[config.mk]
export PLATFORM = sky130hd
export DESIGN_NAME = afifo_rd_burst_ctrl_flat
export DESIGN_NICKNAME = d
export VERILOG_FILES = /design/src/rtl/afifo_rd_burst_ctrl_pkg.sv /design/src/rtl/afifo_rd_burst_ctrl_if.sv /design/src/rtl/afifo_rd_skid2.sv /design/src/rtl/afifo_rd_burst_ctrl.sv /design/src/flat_wrapper.sv
export SDC_FILE = /design/constraint.sdc
export NUM_CORES = 1
export LEC_CHECK = 0
export CAP_MARGIN = 40
export CORE_MARGIN = 3
export CORE_UTILIZATION = 40
export DETAILED_ROUTE_END_ITERATION = 7
export GPL_TIMING_DRIVEN = 0
export SLEW_MARGIN = 20
export SYNTH_ARGS = -nofsm -noshare
export SYNTH_HDL_FRONTEND = slang
export SYNTH_HIERARCHICAL = 1
export SYNTH_SLANG_ARGS = --single-unit
[constraint.sdc]
create_clock -name rd_clk -period 4.45 [get_ports rd_clk]
set_input_delay 0.6675 -clock rd_clk [delete_from_list [all_inputs] [get_ports rd_clk]]
set_output_delay 0.6675 -clock rd_clk [all_outputs]
set_load 0.05 [all_outputs]
[src/rtl/afifo_rd_burst_ctrl_pkg.sv]
// Shared types and default sizing for the async FIFO read-side burst sequencer.
package afifo_ctrl_pkg;

  typedef enum logic [1:0] {IDLE, BURST, DRAIN} state_t;

  localparam int DATA_W_DEF      = 16;
  localparam int LVL_W_DEF       = 15;
  localparam int BURST_LEN_DEF   = 256;
  localparam int TIMEOUT_CYC_DEF = 1024;

  localparam int CNT_W = $clog2(BURST_LEN_DEF + 1);
  localparam int TMO_W = $clog2(TIMEOUT_CYC_DEF + 1);

endpackage

[src/rtl/afifo_rd_burst_ctrl_if.sv]
// FIFO read port plus downstream valid/ready stream seen by the burst sequencer.
interface afifo_rd_burst_ctrl_if
  import afifo_ctrl_pkg::*;
#(
  parameter int DATA_W = DATA_W_DEF,
  parameter int LVL_W  = LVL_W_DEF
);
  logic              fifo_rd_en;
  logic [DATA_W-1:0] fifo_rd_data;
  logic              fifo_rd_empty;
  logic [LVL_W-1:0]  fifo_rd_water_level;
  logic              m_valid;
  logic              m_ready;
  logic [DATA_W-1:0] m_data;
  logic              m_sop;
  logic              m_eop;

  modport master (
    output fifo_rd_en, m_valid, m_data, m_sop, m_eop,
    input  fifo_rd_data, fifo_rd_empty, fifo_rd_water_level, m_ready
  );

  modport slave (
    input  fifo_rd_en, m_valid, m_data, m_sop, m_eop,
    output fifo_rd_data, fifo_rd_empty, fifo_rd_water_level, m_ready
  );
endinterface

[src/rtl/afifo_rd_skid2.sv]
// Two-entry registered output buffer: words with sop/eop tags in, valid/ready out.
module afifo_rd_skid2
  import afifo_ctrl_pkg::*;
#(
  parameter int DATA_W = DATA_W_DEF
) (
  input  logic              clk,
  input  logic              rst_n,
  input  logic              wr_en,
  input  logic [DATA_W-1:0] wr_data,
  input  logic              wr_sop,
  input  logic              wr_eop,
  output logic              valid,
  input  logic              ready,
  output logic [DATA_W-1:0] data,
  output logic              sop,
  output logic              eop,
  output logic [1:0]        occ
);
  logic [DATA_W-1:0] data_q [2];
  logic [1:0]        sop_q, eop_q;
  logic              wr_ptr, rd_ptr;
  logic [1:0]        occ_q;
  logic              pop;

  assign valid = (occ_q != 2'd0);
  assign pop   = valid && ready;
  assign data  = data_q[rd_ptr];
  assign sop   = valid && sop_q[rd_ptr];
  assign eop   = valid && eop_q[rd_ptr];
  assign occ   = occ_q;

  // NOTE: sequential state uses <= so every register samples pre-edge values.
  always_ff @(posedge clk or negedge rst_n) begin
    if (!rst_n) begin
      // NOTE: the storage is reset as well, because m_data must read 0 out of reset.
      for (int i = 0; i < 2; i++) data_q[i] <= '0;
      sop_q  <= '0;
      eop_q  <= '0;
      wr_ptr <= 1'b0;
      rd_ptr <= 1'b0;
      occ_q  <= 2'd0;
    end else begin
      if (wr_en) begin
        data_q[wr_ptr] <= wr_data;
        sop_q[wr_ptr]  <= wr_sop;
        eop_q[wr_ptr]  <= wr_eop;
        wr_ptr         <= !wr_ptr;
      end
      if (pop) rd_ptr <= !rd_ptr;
      case ({wr_en, pop})
        2'b10:   occ_q <= occ_q + 2'd1;
        2'b01:   occ_q <= occ_q - 2'd1;
        default: occ_q <= occ_q;
      endcase
    end
  end
endmodule

[src/rtl/afifo_rd_burst_ctrl.sv]
// Drains the async FIFO read side in fixed-length sop/eop framed bursts.
// Define AFIFO_RD_TIMEOUT_EN to flush a partial burst after TIMEOUT_CYC idle cycles.
module afifo_rd_burst_ctrl
  import afifo_ctrl_pkg::*;
#(
  parameter int DATA_W      = DATA_W_DEF,
  parameter int LVL_W       = LVL_W_DEF,
  parameter int BURST_LEN   = BURST_LEN_DEF,
  parameter int TIMEOUT_CYC = TIMEOUT_CYC_DEF
) (
  input  logic                  rd_clk,
  input  logic                  rd_rst_n,
  input  logic                  enable,
  afifo_rd_burst_ctrl_if.master bus,
  output logic                  busy,
  output logic                  burst_done
);
  localparam int              LEN_W    = $clog2(BURST_LEN + 1);
  localparam logic [LVL_W-1:0] FULL_LVL = LVL_W'(BURST_LEN);

  state_t           state, state_nxt;
  logic [LEN_W-1:0] len_q, reads_left, widx, start_len;
  logic             inflight, start, start_full, pop, credit, rd_en;
  logic [1:0]       occ;

  assign pop        = bus.m_valid && bus.m_ready;
  // Reserve a buffer slot for every word that is stored or still on its way back.
  assign credit     = (({1'b0, occ} + {2'b0, inflight}) - {2'b0, pop}) < 3'd2;
  assign rd_en      = (state == BURST) && !bus.fifo_rd_empty && (reads_left != '0) && credit;
  assign start_full = (state == IDLE) && enable && (bus.fifo_rd_water_level >= FULL_LVL);

`ifdef AFIFO_RD_TIMEOUT_EN
  localparam int IDLE_W = $clog2(TIMEOUT_CYC + 1);
  logic [IDLE_W-1:0] idle_cnt;
  logic              idle_qual, tmo_hit;

  assign idle_qual = (state == IDLE) && enable && !bus.fifo_rd_empty &&
                     (bus.fifo_rd_water_level < FULL_LVL);
  assign tmo_hit   = idle_qual && (idle_cnt == IDLE_W'(TIMEOUT_CYC)) &&
                     (bus.fifo_rd_water_level != '0);
  assign start     = start_full || tmo_hit;
  assign start_len = start_full ? LEN_W'(BURST_LEN) : LEN_W'(bus.fifo_rd_water_level);

  always_ff @(posedge rd_clk or negedge rd_rst_n) begin
    if (!rd_rst_n)                 idle_cnt <= '0;
    else if (idle_qual && !tmo_hit) idle_cnt <= idle_cnt + IDLE_W'(1);
    else                           idle_cnt <= '0;
  end
`else
  assign start     = start_full;
  assign start_len = LEN_W'(BURST_LEN);
`endif

  // NOTE: state_nxt is defaulted before the case so no path can infer a latch.
  always_comb begin
    state_nxt = state;
    case (state)
      IDLE:    if (start) state_nxt = BURST;
      BURST:   if (rd_en && (reads_left == LEN_W'(1))) state_nxt = DRAIN;
      DRAIN:   if (pop && bus.m_eop) state_nxt = IDLE;
      default: state_nxt = IDLE;
    endcase
  end

  always_ff @(posedge rd_clk or negedge rd_rst_n) begin
    if (!rd_rst_n) state <= IDLE;
    else           state <= state_nxt;
  end

  always_ff @(posedge rd_clk or negedge rd_rst_n) begin
    if (!rd_rst_n) begin
      len_q      <= '0;
      reads_left <= '0;
      widx       <= '0;
      inflight   <= 1'b0;
    end else begin
      inflight <= rd_en;
      if (start) begin
        len_q      <= start_len;
        reads_left <= start_len;
        widx       <= '0;
      end else begin
        if (rd_en)    reads_left <= reads_left - LEN_W'(1);
        if (inflight) widx       <= widx + LEN_W'(1);
      end
    end
  end

  assign bus.fifo_rd_en = rd_en;
  assign busy           = (state != IDLE);
  assign burst_done     = (state == DRAIN) && pop && bus.m_eop;

  afifo_rd_skid2 #(.DATA_W(DATA_W)) u_skid (
    .clk     (rd_clk),
    .rst_n   (rd_rst_n),
    .wr_en   (inflight),
    .wr_data (bus.fifo_rd_data),
    .wr_sop  (widx == '0),
    .wr_eop  (widx == (len_q - LEN_W'(1))),
    .valid   (bus.m_valid),
    .ready   (bus.m_ready),
    .data    (bus.m_data),
    .sop     (bus.m_sop),
    .eop     (bus.m_eop),
    .occ     (occ)
  );
endmodule
[src/flat_wrapper.sv]
// flat-port wrapper written by rule: the top's interface ports become plain ports
module afifo_rd_burst_ctrl_flat import afifo_ctrl_pkg::*;
#(
  parameter int DATA_W      = DATA_W_DEF,
  parameter int LVL_W       = LVL_W_DEF,
  parameter int BURST_LEN   = BURST_LEN_DEF,
  parameter int TIMEOUT_CYC = TIMEOUT_CYC_DEF
)
  (rd_clk, rd_rst_n, enable, busy, burst_done, bus_fifo_rd_en, bus_m_valid, bus_m_data, bus_m_sop, bus_m_eop, bus_fifo_rd_data, bus_fifo_rd_empty, bus_fifo_rd_water_level, bus_m_ready);
  afifo_rd_burst_ctrl_if #(.DATA_W(DATA_W), .LVL_W(LVL_W)) bus_i ();
  input  logic rd_clk;
  input  logic rd_rst_n;
  input  logic enable;
  output logic busy;
  output logic burst_done;
  output wire logic [$bits(bus_i.fifo_rd_en)-1:0] bus_fifo_rd_en;
  output wire logic [$bits(bus_i.m_valid)-1:0] bus_m_valid;
  output wire logic [$bits(bus_i.m_data)-1:0] bus_m_data;
  output wire logic [$bits(bus_i.m_sop)-1:0] bus_m_sop;
  output wire logic [$bits(bus_i.m_eop)-1:0] bus_m_eop;
  input wire logic [$bits(bus_i.fifo_rd_data)-1:0] bus_fifo_rd_data;
  input wire logic [$bits(bus_i.fifo_rd_empty)-1:0] bus_fifo_rd_empty;
  input wire logic [$bits(bus_i.fifo_rd_water_level)-1:0] bus_fifo_rd_water_level;
  input wire logic [$bits(bus_i.m_ready)-1:0] bus_m_ready;
  assign bus_fifo_rd_en = bus_i.fifo_rd_en;
  assign bus_m_valid = bus_i.m_valid;
  assign bus_m_data = bus_i.m_data;
  assign bus_m_sop = bus_i.m_sop;
  assign bus_m_eop = bus_i.m_eop;
  assign bus_i.fifo_rd_data = bus_fifo_rd_data;
  assign bus_i.fifo_rd_empty = bus_fifo_rd_empty;
  assign bus_i.fifo_rd_water_level = bus_fifo_rd_water_level;
  assign bus_i.m_ready = bus_m_ready;
  afifo_rd_burst_ctrl #(.DATA_W(DATA_W), .LVL_W(LVL_W), .BURST_LEN(BURST_LEN), .TIMEOUT_CYC(TIMEOUT_CYC)) u_core (.rd_clk(rd_clk), .rd_rst_n(rd_rst_n), .enable(enable), .bus(bus_i), .busy(busy), .burst_done(burst_done));
endmodule
==> flow_metrics.tcl, run 1 <==
set metrics [dict create \
    critical_path.startpoint_type "register" \
    dieArea_sq_um 8660 \
    postPlaceCellArea_sq_um 3664 \
    netlist_top_cells_area "sky130_fd_sc_hd__dfrtp_1 (51%), sky130_fd_sc_hd__mux2_2 (19%), sky130_fd_sc_hd__xor2_1 (3.2%)" \
    async_reset_ff_share_pct 100.0 \
    post-synth-top-area-cell "sky130_fd_sc_hd__dfrtp_1" \
    height_of_the_die_um 93.06 \
    row_count 31 \
    unrepaired_setup_endpoints_after_global_routing "false" \
    via_count_of_the_first_global_routing_pass 2018 \
    critical_path_required_ns 3.78 \
    number_of_flops_mapped_to_enable_cells_by_yosys 0 \
    postSynthRegisterBits 62 \
    remaining_drc_errors 0 \
    final_standard_cell_area_without_fillers_sq_um 3852 \
    syn_to_final_growth_pct 27.07 \
    num_antenna_cells 0 \
    synth_area_sq_um 3032 \
    maxCapViolCount 0 \
    worst_slew_pin_slew_ns 0.7394 \
    drt_pass1_iterations 6 \
    post_synth_num_cell_types 41 \
    overflow 0 \
    final_layout_size_suffix_gt1_share_pct 26.21 \
    cts.sinks 62 \
    gp_congestion 0.7638 \
    route.final.wire_length_um 6064 \
    wire_per_inst_um 14.86 \
    grt_use_total_pct 14.93 \
    clock-skew-final_ns 0.009187 \
    ys.warnings.count 6 \
    clockRootBuffer "sky130_fd_sc_hd__clkbuf_8" \
    die-width_um 93.06 \
    synth_largest_type_area_fraction_pct 51.18 \
    synth_flop_cell "sky130_fd_sc_hd__dfrtp_1" \
    holdWs_ns 0.2728 \
    max_freq_mhz 236.8 \
    time_the_final_worst_path_needs_with_i_o_delays_and_setup_ns 4.223 \
    nNetsFinal 348 \
    final_max_slew_viol_count 0 \
    setup.reg_to_reg.worst_slack_ns 1.17 \
    clock_path_buffers 2 \
    grt_pass1_wl_um 10100 \
    power.static_leakage_nw 1.615 \
    dr.first_iter.drc_count 46 \
    final_critical_path_share_of_the_clock_period_pct 94.91 \
    hold_path_class "in -> async" \
    finalSetupViolations 0 \
    largest_net_degree_at_the_start_of_global_routing 33 \
    initial_core_util_pct 41.58 \
    postSynthAreaPerCell_sq_um 12.48 \
    final_hold_viol_count 0 \
    finalSetupTns_ns 0 \
    clk_transition_reported_paths_ns 0.07 \
    arrival_ns 3.56 \
    slew-limit-headroom_pct 50.17 \
    place_hpwl_um 4221 \
    cts-buffers-inserted 9 \
    ir_drop_mv 0.2960 \
    path_max_fanout 9 \
    htree_levels 3 \
    mappedNetlistNets 287 \
    ioPinCount 58 \
    post_cts.repair.setup_buffers 0 \
    worst_setup_path_end_kind "output port" \
    finalCoreUtilization_pct 52.83 \
    coreArea_sq_um 7292 \
    power-per-cell-area_nw_per_um2 784.3 \
    synthCells 243 \
    detailroute.via_count 2072 \
    clock_tree_from_tritoncts "yes" \
    worst_skew_pair.late_latency_ns 0.33 \
    antenna_violating_nets_post_route 0 \
    status "complete, no violations" \
    antenna_found_initial 0 \
    worst-setup-path-type "reg -> out" \
    placement.io_buffers 49 \
    detail_route.vias_per_cell 5.078 \
    yosysSeqAreaShare_pct 51.18 \
]
[layout by cell type (no fill, tap or decap), types with 5 or more instances in the layout]
master                            synthesis  layout
sky130_fd_sc_hd__ha_1                     7       7
sky130_fd_sc_hd__clkbuf_1                 5       6
sky130_fd_sc_hd__inv_1                    8       8
sky130_fd_sc_hd__o21ai_0                  6       6
sky130_fd_sc_hd__or3_1                    6       6
sky130_fd_sc_hd__xor2_1                  11      11
sky130_fd_sc_hd__a21oi_1                  5       5
sky130_fd_sc_hd__nand3_1                  5       5
sky130_fd_sc_hd__clkdlybuf4s50_1          0      47
sky130_fd_sc_hd__nand2_1                  6       6
sky130_fd_sc_hd__clkbuf_8                 0       9
sky130_fd_sc_hd__mux2_2                  52      52
sky130_fd_sc_hd__dfrtp_1                 62      62
sky130_fd_sc_hd__nor2_1                  19      19
[kinds of logic (layout without fill, tap and decap cells)]
family                     Yosys count  count (layout)  share of synthesized area (%)
AOI/OAI and AO/OA                   21              21                          4.953
xor gates and xnor gates            14              14                          4.045
adders and majority gates            8               8                          3.549
buffers and inverters               18              84                          3.054
DFF                                 62              62                          51.18
muxes                               56              56                          20.64
and+or+nand+nor                     64              64                          12.59
[synthesized netlist by cell type (2+ instances only)]
cell                       instances
sky130_fd_sc_hd__nand2_1           6
sky130_fd_sc_hd__o21ai_0           6
sky130_fd_sc_hd__or4_1             4
sky130_fd_sc_hd__dfrtp_1          62
sky130_fd_sc_hd__mux2i_1           4
sky130_fd_sc_hd__nor2_1           19
sky130_fd_sc_hd__xor2_1           11
sky130_fd_sc_hd__buf_2             2
sky130_fd_sc_hd__nor4_1            2
sky130_fd_sc_hd__nor3b_1           2
sky130_fd_sc_hd__o41ai_1           3
sky130_fd_sc_hd__mux2_2           52
sky130_fd_sc_hd__xnor2_1           3
sky130_fd_sc_hd__buf_6             3
sky130_fd_sc_hd__o311ai_0          3
sky130_fd_sc_hd__nand2b_1          3
sky130_fd_sc_hd__ha_1              7
sky130_fd_sc_hd__nand4_1           2
sky130_fd_sc_hd__or3_1             6
sky130_fd_sc_hd__inv_1             8
sky130_fd_sc_hd__o31ai_1           2
sky130_fd_sc_hd__clkbuf_1          5
sky130_fd_sc_hd__a21oi_1           5
sky130_fd_sc_hd__and4b_1           2
sky130_fd_sc_hd__nand3_1           5
[power by group]
part	internal (W)	switching (W)	total, W
Sequential	0.000817	0.000171	0.000988
Clock	0.000257	0.000225	0.000481
Combinational	0.000669	0.000883	0.00155
[timing repair]
action                                  in CTS  in global routing
endpoints found under the setup margin       1                  0
resized for setup                            1                  0
hold buffers                                 0                  0
[flip-flops by register name (all words and copies together), names as in the netlist]
register / cells
u_core/inflight: 1
u_core/len_q: 1
u_core/reads_left: 9
u_core/state: 2
u_core/u_skid/data_q: 32
u_core/u_skid/eop_q: 2
u_core/u_skid/occ: 2
u_core/u_skid/rd_ptr: 1
u_core/u_skid/sop_q: 2
u_core/u_skid/wr_ptr: 1
u_core/widx: 9
[metrics by stage]
| stage | total power (W) | worst slack [ns] | std cells |
|---|---|---|---|
| CTS | 0.003056 | 0.1772 | 408 |
| floorplan | 0.002124 | 0.5002 | 243 |
| global placement | 0.002533 | -0.05362 | 391 |
| finish | 0.003022 | 0.2266 | 408 |
| global route | 0.003214 | 0.02429 | 408 |
| detailed placement | 0.002564 | -0.03296 | 392 |
[area by class of cell]
class,instances,area [sq um]
fillers,719,3440
flip-flops and latches,62,1551
multi-input cells,163,1388
repair buffers,50,506.7
clock buffers,10,127.6
well taps,99,123.9
clock inverters,6,62.56
plain buffers,10,62.56
inverters,8,30.03
[worst max-delay path: stages (launching register included)]
cell                            delay (ns)
sky130_fd_sc_hd__dfrtp_1              0.45
sky130_fd_sc_hd__nor2_1               0.26
sky130_fd_sc_hd__inv_1                0.09
sky130_fd_sc_hd__and2_1               0.18
sky130_fd_sc_hd__ha_1                 0.26
sky130_fd_sc_hd__nand2b_1             0.15
sky130_fd_sc_hd__fa_1                 0.54
sky130_fd_sc_hd__nand2b_4             0.06
sky130_fd_sc_hd__or3_1                0.33
sky130_fd_sc_hd__clkbuf_1             0.20
sky130_fd_sc_hd__nor2_1               0.16
sky130_fd_sc_hd__dlygate4sd2_1        0.54
[per-layer routing]
layer / part of all wire [%] / GRT usage (%) / wire (um) / vias up
met5: 0 / 0 / 0 / -
met4: 1.9 / 6.593 / 116 / 0
met3: 3.8 / 3.218 / 228 / 11
met2: 48 / 23.58 / 2908 / 38
met1: 46 / 19.74 / 2811 / 1030
li1: - / - / - / 993
[final timing paths]
check,start,end,cells past startpoint
hold / removal,rd_rst_n,u_core/u_skid/data_q[27],1
hold reg to reg,u_core/len_q[8],u_core/len_q[8],1
min in group rd_clk,u_core/len_q[8],u_core/len_q[8],1
max in group asynchronous,rd_rst_n,u_core/widx[8],2
setup reg to reg,u_core/u_skid/occ[1],u_core/reads_left[8],11
setup / recovery,u_core/u_skid/occ[1],bus_fifo_rd_en,11
(Power assumes the default switching activity.)
==> run 2: changes to the inputs <==
- clock period: 4.45 -> 5.1 ns (I/O delays scaled with it)
==> run 2 against run 1 <==
  * Via count about the same
  * Cell area barely moved
  * Die area is the same
  * Global-route usage is the same
  * Hold slack improved by 0.097 ns
  * Worst setup slack improved by 0.20 ns
==> flow_metrics.tcl, run 2 (same netlist as run 1, synthesis figures left out) <==
set metrics [dict create \
    placed_cells_incl_taps 392 \
    cts_resized 0 \
    timing.critical_path.cells "clkdlybuf4s50_1 > and2_1 > ha_1 > nand2b_1 > fa_1 > nand2b_4 > or3_1 > clkbuf_1 > nor2_1 > clkdlybuf4s50_1" \
    height_of_the_die_um 93.06 \
    antenna_found_initial 0 \
    critPathSlowestCell "sky130_fd_sc_hd__clkdlybuf4s50_1" \
    slew-limit-headroom_pct 50.16 \
    cts.sinks 62 \
    detailroute.via_count 2073 \
    remaining_drc_errors 0 \
    detailroute.wirelength.met2_um 2908 \
    maxCapViolCount 0 \
    power-per-cell-area_nw_per_um2 685.1 \
    cts_hold_buffers 0 \
    holdWs_ns 0.3702 \
    die-width_um 93.06 \
    finalNonFillerCells 408 \
    final_standard_cell_area_without_fillers_sq_um 3854 \
    critical_path_required_ns 4.34 \
    max_freq_mhz 213.9 \
    placement.io_buffers 49 \
    mostFrequentLayoutCell "sky130_fd_sc_hd__dfrtp_1" \
    ioPinCount 58 \
    post_cts.repair.setup_buffers 0 \
    overflow 0 \
    status "complete, no violations" \
    via_count_of_the_first_global_routing_pass 2018 \
    clock_tree_from_tritoncts "yes" \
    worst_slew_pin_slew_ns 0.7394 \
    gp_congestion 0.7638 \
    area.sequential_sq_um 1551 \
    clockRootBuffer "sky130_fd_sc_hd__clkbuf_8" \
    row_count 31 \
    path_max_fanout 9 \
    syn_to_final_growth_pct 27.12 \
    total_area_of_multi_input_combinational_cells_sq_um 1388 \
    routed-wl-met3_um 228 \
    place_hpwl_um 4221 \
    antenna_violating_nets_post_route 0 \
    critical_path.startpoint_type "input port" \
    largest_net_degree_at_the_start_of_global_routing 33 \
    largest_reg_flops 32 \
    initial_core_util_pct 41.58 \
    clock-skew-final_ns 0.009187 \
    final_critical_path_share_of_the_clock_period_pct 91.67 \
    finalSetupTns_ns 0 \
    grt_pass1_wl_um 10100 \
    clock_path_buffers 2 \
    wire_per_inst_um 14.86 \
    worst-setup-path-type "in -> out" \
    layout_top_registers "u_core/u_skid/data_q x32, u_core/reads_left x9, u_core/widx x9" \
    final_max_slew_viol_count 0 \
    drt_pass1_iterations 6 \
    worst_skew_pair.late_latency_ns 0.33 \
    most_frequent_cells_in_the_layout "sky130_fd_sc_hd__dfrtp_1 (62), sky130_fd_sc_hd__mux2_2 (52), sky130_fd_sc_hd__clkdlybuf4s50_1 (48), sky130_fd_sc_hd__nor2_1 (19), sky130_fd_sc_hd__xor2_1 (11)" \
    cp_slowest_stage_delay_ns 0.82 \
    dr.first_iter.drc_count 46 \
    wirelength_met1_um 2811 \
    time_the_final_worst_path_needs_with_i_o_delays_and_setup_ns 4.675 \
    num_antenna_cells 0 \
    final_hold_viol_count 0 \
    cp_common_cell "sky130_fd_sc_hd__clkdlybuf4s50_1" \
    power.static_leakage_nw 1.611 \
    grt_use_total_pct 14.93 \
    nNetsFinal 348 \
    dieArea_sq_um 8660 \
    worst_setup_path_end_kind "output port" \
    hold_path_class "in -> async" \
    htree_levels 3 \
    maxUsedRoutingLayer "met4" \
    coreArea_sq_um 7292 \
    unrepaired_setup_endpoints_after_global_routing "false" \
    postPlaceCellArea_sq_um 3664 \
    route.final.wire_length_um 6064 \
    clk_transition_reported_paths_ns 0.07 \
    fillCellCount 718 \
    finalSetupViolations 0 \
    final_layout_size_suffix_gt1_share_pct 26.21 \
    cts-buffers-inserted 9 \
    largest-register "u_core/u_skid/data_q" \
    ir_drop_mv 0.2591 \
    arrival_ns 3.91 \
    detail_route.vias_per_cell 5.081 \
]
==> run 2: routing by layer <==
metal  vias up  track usage [%]
met4         0            6.593
li1        993                -
met5         -                0
met3        11            3.218
met1      1031            19.74
met2        38            23.58
==> run 2: critical path: cells and delay by family <==
family | cells | cell delay, ns
adders and majority gates | 2 | 0.76
buffers and inverters | 3 | 1.51
and+or+nand+nor | 5 | 0.87
==> run 2: path summary, 6_finish.rpt <==
path                                       from                       end  slack, ns  depth (start not counted)
max                                 bus_m_ready            bus_fifo_rd_en       0.42                         10
min                                    rd_rst_n  u_core/u_skid/data_q[27]       0.37                          1
max reg2reg                u_core/u_skid/occ[1]      u_core/reads_left[8]       1.82                         11
min reg2reg                     u_core/len_q[8]           u_core/len_q[8]       0.50                          1
max in group asynchronous              rd_rst_n            u_core/widx[8]       4.22                          2
min in group rd_clk             u_core/len_q[8]           u_core/len_q[8]       0.50                          1
==> run 2: stage by stage <==
stage	total power [W]	setup slack (ns)	util (%)
after floorplan	0.001853	1.053	-
after global placement	0.002210	0.4014	50.00
after detailed placement	0.002237	0.4220	50.24
after CTS	0.002670	0.4003	52.85
after global routing	0.002808	0.2920	52.85
final	0.002640	0.4248	52.85
==> run 2: power by group <==
group / internal (W) / switching, W
Clock: 0.000224 / 0.000196
Combinational: 0.000587 / 0.000770
Sequential: 0.000713 / 0.000149
Total: 0.00152 / 0.00112
==> run 2: area by class of cell <==
type                    count  share of cell area (%)
plain buffers              10                   1.623
flip-flops and latches     62                   40.26
repair buffers             50                   13.18
clock inverters             6                   1.623
inverters                   8                  0.7792
well taps                  99                   3.214
clock buffers              10                   3.312
multi-input cells         163                   36.01
==> run 3: changes to the inputs <==
- CORE_ASPECT_RATIO: default -> 1.25
- SYNTH_HIERARCHICAL: 1 -> default
- clock period: 5.1 -> 5.2 ns (I/O delays scaled with it)
==> run 3 against run 2 <==
  * Combinational power hardly changed
  * First-iteration DRC count is 63% higher
  * Core utilization is 1.0 points higher
  * Critical path type unchanged
  * Via count is 7.4% higher
  * Sequential share of layout area hardly changed
  * Clock skew is 0.00062 ns higher
  * Global-route usage is 0.77 points higher
  * Die area is 0.23% lower
  * Largest cell class unchanged
  * Power is 1.2% lower
  * Register-to-register slack better by 0.60 ns
  * Synthesized cell count is 16% higher
  * Critical endpoint unchanged
==> flow_metrics.tcl, run 3 <==
set metrics [dict create \
    htree_levels 3 \
    grt_pass1_wl_um 10780 \
    detailroute.via_count 2227 \
    detail_route.vias_per_cell 5.073 \
    postSynthRegisterBits 62 \
    most_frequent_cells_in_the_layout "sky130_fd_sc_hd__dfrtp_1 (62), sky130_fd_sc_hd__nand2_1 (61), sky130_fd_sc_hd__clkdlybuf4s50_1 (48), sky130_fd_sc_hd__mux2_2 (32), sky130_fd_sc_hd__nor2_1 (20)" \
    final_max_slew_viol_count 0 \
    power_frac_seq_pct 32.3 \
    power_frac_comb_pct 51.3 \
    grt_use_total_pct 15.69 \
    largest_net_degree_at_the_start_of_global_routing 47 \
    layout_top_registers "u_core.u_skid.data_q x32, u_core.reads_left x9, u_core.widx x9" \
    clockRootBuffer "sky130_fd_sc_hd__clkbuf_8" \
    p_switching_w 0.001120 \
    dieArea_sq_um 8640 \
    power.clock.fraction_pct 16.4 \
    final_layout_size_suffix_gt1_share_pct 17.77 \
    status "complete, no violations" \
    ys.warnings.count 0 \
    place_hpwl_um 4469 \
    syn_to_final_growth_pct 27.45 \
    unrepaired_setup_endpoints_after_global_routing "false" \
    power.static_leakage_nw 1.704 \
    time_the_final_worst_path_needs_with_i_o_delays_and_setup_ns 4.493 \
    largest_reg_flops 32 \
    detailroute.wirelength.met2_um 2985 \
    overflow 0 \
    post_synth_num_cell_types 39 \
    gp_congestion 0.8178 \
    slew-limit-headroom_pct 63.52 \
    max_freq_mhz 222.6 \
    power-per-cell-area_nw_per_um2 677.3 \
    dr.first_iter.drc_count 75 \
    fillCellCount 647 \
    finalSetupTns_ns 0 \
    yosysSeqAreaShare_pct 51.35 \
    ioPinCount 58 \
    yosys-top-cells-count "sky130_fd_sc_hd__dfrtp_1 (62), sky130_fd_sc_hd__nand2_1 (61), sky130_fd_sc_hd__mux2_2 (32), sky130_fd_sc_hd__nor2_1 (20), sky130_fd_sc_hd__inv_1 (10)" \
    final_critical_path_share_of_the_clock_period_pct 86.41 \
    path_max_fanout 7 \
    via_count_of_the_first_global_routing_pass 2247 \
    nNetsFinal 386 \
    remaining_drc_errors 0 \
    post_cts.repair.setup_buffers 0 \
    cts_hold_buffers 0 \
    synthCells 283 \
    netlist_top_cells_area "sky130_fd_sc_hd__dfrtp_1 (51%), sky130_fd_sc_hd__mux2_2 (12%), sky130_fd_sc_hd__nand2_1 (7.6%)" \
    critPathSlowestCell "sky130_fd_sc_hd__clkdlybuf4s50_1" \
    combinational_family_with_the_most_area_after_synthesis "simple AND/OR/NAND/NOR gates" \
    placement.io_buffers 49 \
    area_fraction_in_compound_gates_after_synthesis_pct 4.886 \
    coreArea_sq_um 7147 \
    post_synth_and_or_nand_nor_area_fraction_pct 19.92 \
    clk_transition_reported_paths_ns 0.07 \
    cp_common_cell "sky130_fd_sc_hd__clkdlybuf4s50_1" \
    synth_flop_cell "sky130_fd_sc_hd__dfrtp_1" \
    synth_xor_xnor_area_share_pct 3.478 \
    cts.sinks 62 \
    synthAdderAreaFrac_pct 2.733 \
    worst_skew_pair.late_latency_ns 0.34 \
    die-width_um 83.74 \
    finalSetupViolations 0 \
    critical_path.startpoint_type "input port" \
    initial_core_util_pct 42.28 \
    holdWs_ns 0.3057 \
    wirelength_met1_um 2797 \
    arrival_ns 3.71 \
    worst_slew_pin_slew_ns 0.5473 \
    synth_area_sq_um 3022 \
    clock_path_buffers 2 \
    route.final.wire_length_um 6144 \
    final_hold_viol_count 0 \
    worst_setup_path_end_kind "output port" \
    async_reset_ff_share_pct 100.0 \
    number_of_flops_mapped_to_enable_cells_by_yosys 0 \
    cp_slowest_stage_delay_ns 0.90 \
    postSynthAreaPerCell_sq_um 10.68 \
    worst-setup-path-type "in -> out" \
    antenna_found_initial 0 \
    num_antenna_cells 0 \
    cts-buffers-inserted 9 \
    timing.critical_path.cells "clkdlybuf4s50_1 > nor2b_1 > o21ai_0 > fa_1 > nand4bb_4 > a211oi_2 > clkdlybuf4s50_1" \
    post-synth-top-area-cell "sky130_fd_sc_hd__dfrtp_1" \
    critical_path_required_ns 4.42 \
    row_count 34 \
    power.share.switching_pct 42.92 \
    hold_path_class "in -> async" \
    synth_largest_type_area_fraction_pct 51.35 \
    synthMostInstantiatedCell "sky130_fd_sc_hd__dfrtp_1" \
    mux_contribution_to_synthesized_area_pct 14.70 \
    internal-power_w 0.001489 \
    drt_pass1_iterations 4 \
    mostFrequentLayoutCell "sky130_fd_sc_hd__dfrtp_1" \
    antenna_violating_nets_post_route 0 \
    wire_per_inst_um 14.00 \
    clock-skew-final_ns 0.009808 \
    largest-register "u_core.u_skid.data_q" \
    clock_tree_from_tritoncts "yes" \
    height_of_the_die_um 103.2 \
    cts_resized 0 \
    maxCapViolCount 0 \
    routed-wl-met3_um 229 \
    maxUsedRoutingLayer "met4" \
    mappedNetlistNets 325 \
    ir_drop_mv 0.3883 \
]
==> run 3: cell count changes in the layout (fill, tap and decap cells not counted), moves of 4 or more <==
cell                      change
sky130_fd_sc_hd__nand2_1     +55
sky130_fd_sc_hd__mux2_2      -20
sky130_fd_sc_hd__nand4_1      +5
sky130_fd_sc_hd__nor3_1       +4
sky130_fd_sc_hd__or3_1        -4
sky130_fd_sc_hd__or4_1        -4
sky130_fd_sc_hd__xor2_1       -4
==> run 3: final timing paths <==
check / start / endpoint / slack (ns) / cells past startpoint
hold / removal: rd_rst_n / u_core.u_skid.data_q[1] / 0.31 / 1
hold reg to reg: u_core.u_skid.data_q[31] / u_core.u_skid.data_q[31] / 0.47 / 2
setup / recovery: bus_m_ready / bus_fifo_rd_en / 0.71 / 7
min in group rd_clk: u_core.u_skid.data_q[31] / u_core.u_skid.data_q[31] / 0.47 / 2
max in group asynchronous: rd_rst_n / u_core.u_skid.eop_q[1] / 4.38 / 2
setup reg to reg: u_core.inflight / u_core.reads_left[7] / 2.42 / 8
==> run 3: cell families after synthesis <==
kind of cell,Yosys count
xor gates and xnor gates,12
DFF,62
buffers and inverters,21
and+or+nand+nor,120
adders and majority gates,6
AOI/OAI and AO/OA,22
muxes,40
==> run 3: worst max-delay path, delay by kind of cell <==
family | cells | cell delay, ns
buffers and inverters | 2 | 1.44
AOI/OAI and AO/OA | 2 | 0.61
adders and majority gates | 1 | 0.55
and+or+nand+nor | 2 | 0.34
==> run 3: area by class of cell <==
class | count | area, sq um | area share [%]
timing repair buffer | 50 | 515.5 | 13.39
tap | 90 | 112.6 | 2.924
multi-input combinational | 200 | 1381 | 35.87
inverter | 10 | 37.54 | 0.9747
sequential | 62 | 1551 | 40.29
clock inverter | 3 | 42.54 | 1.105
buffer | 11 | 51.30 | 1.332
clock buffer | 13 | 158.9 | 4.126
==> run 3: power by group through the flow <==
stage / sequential [W] / clock [W] / combinational (W)
CTS: 0.000843 / 0.000442 / 0.00136
floorplan: 0.000811 / 0 / 0.00100
finish: 0.000842 / 0.000428 / 0.00134
global route: 0.000874 / 0.000462 / 0.00145
global placement: 0.000841 / 0 / 0.00133
detailed placement: 0.000852 / 0 / 0.00135
==> run 3: per-layer routing <==
metal  GRT usage, %  vias up
met1          19.76     1085
met5              0        -
met2          25.96       45
met3          3.566       10
li1               -     1087
met4          7.426        0
==> run 3: metrics by stage <==
stage	instances	setup slack [ns]	cell area [sq um]	util, %	total power, W
4_1_cts	439	0.6941	3851	53.89	0.002642
2_1_floorplan	283	1.769	3022	-	0.001810
5_1_grt	439	0.5555	3851	53.89	0.002789
3_5_place_dp	423	0.7096	3650	51.07	0.002202
3_3_place_gp	422	0.7162	3625	50.72	0.002174
6_report	439	0.7068	3851	53.89	0.002608
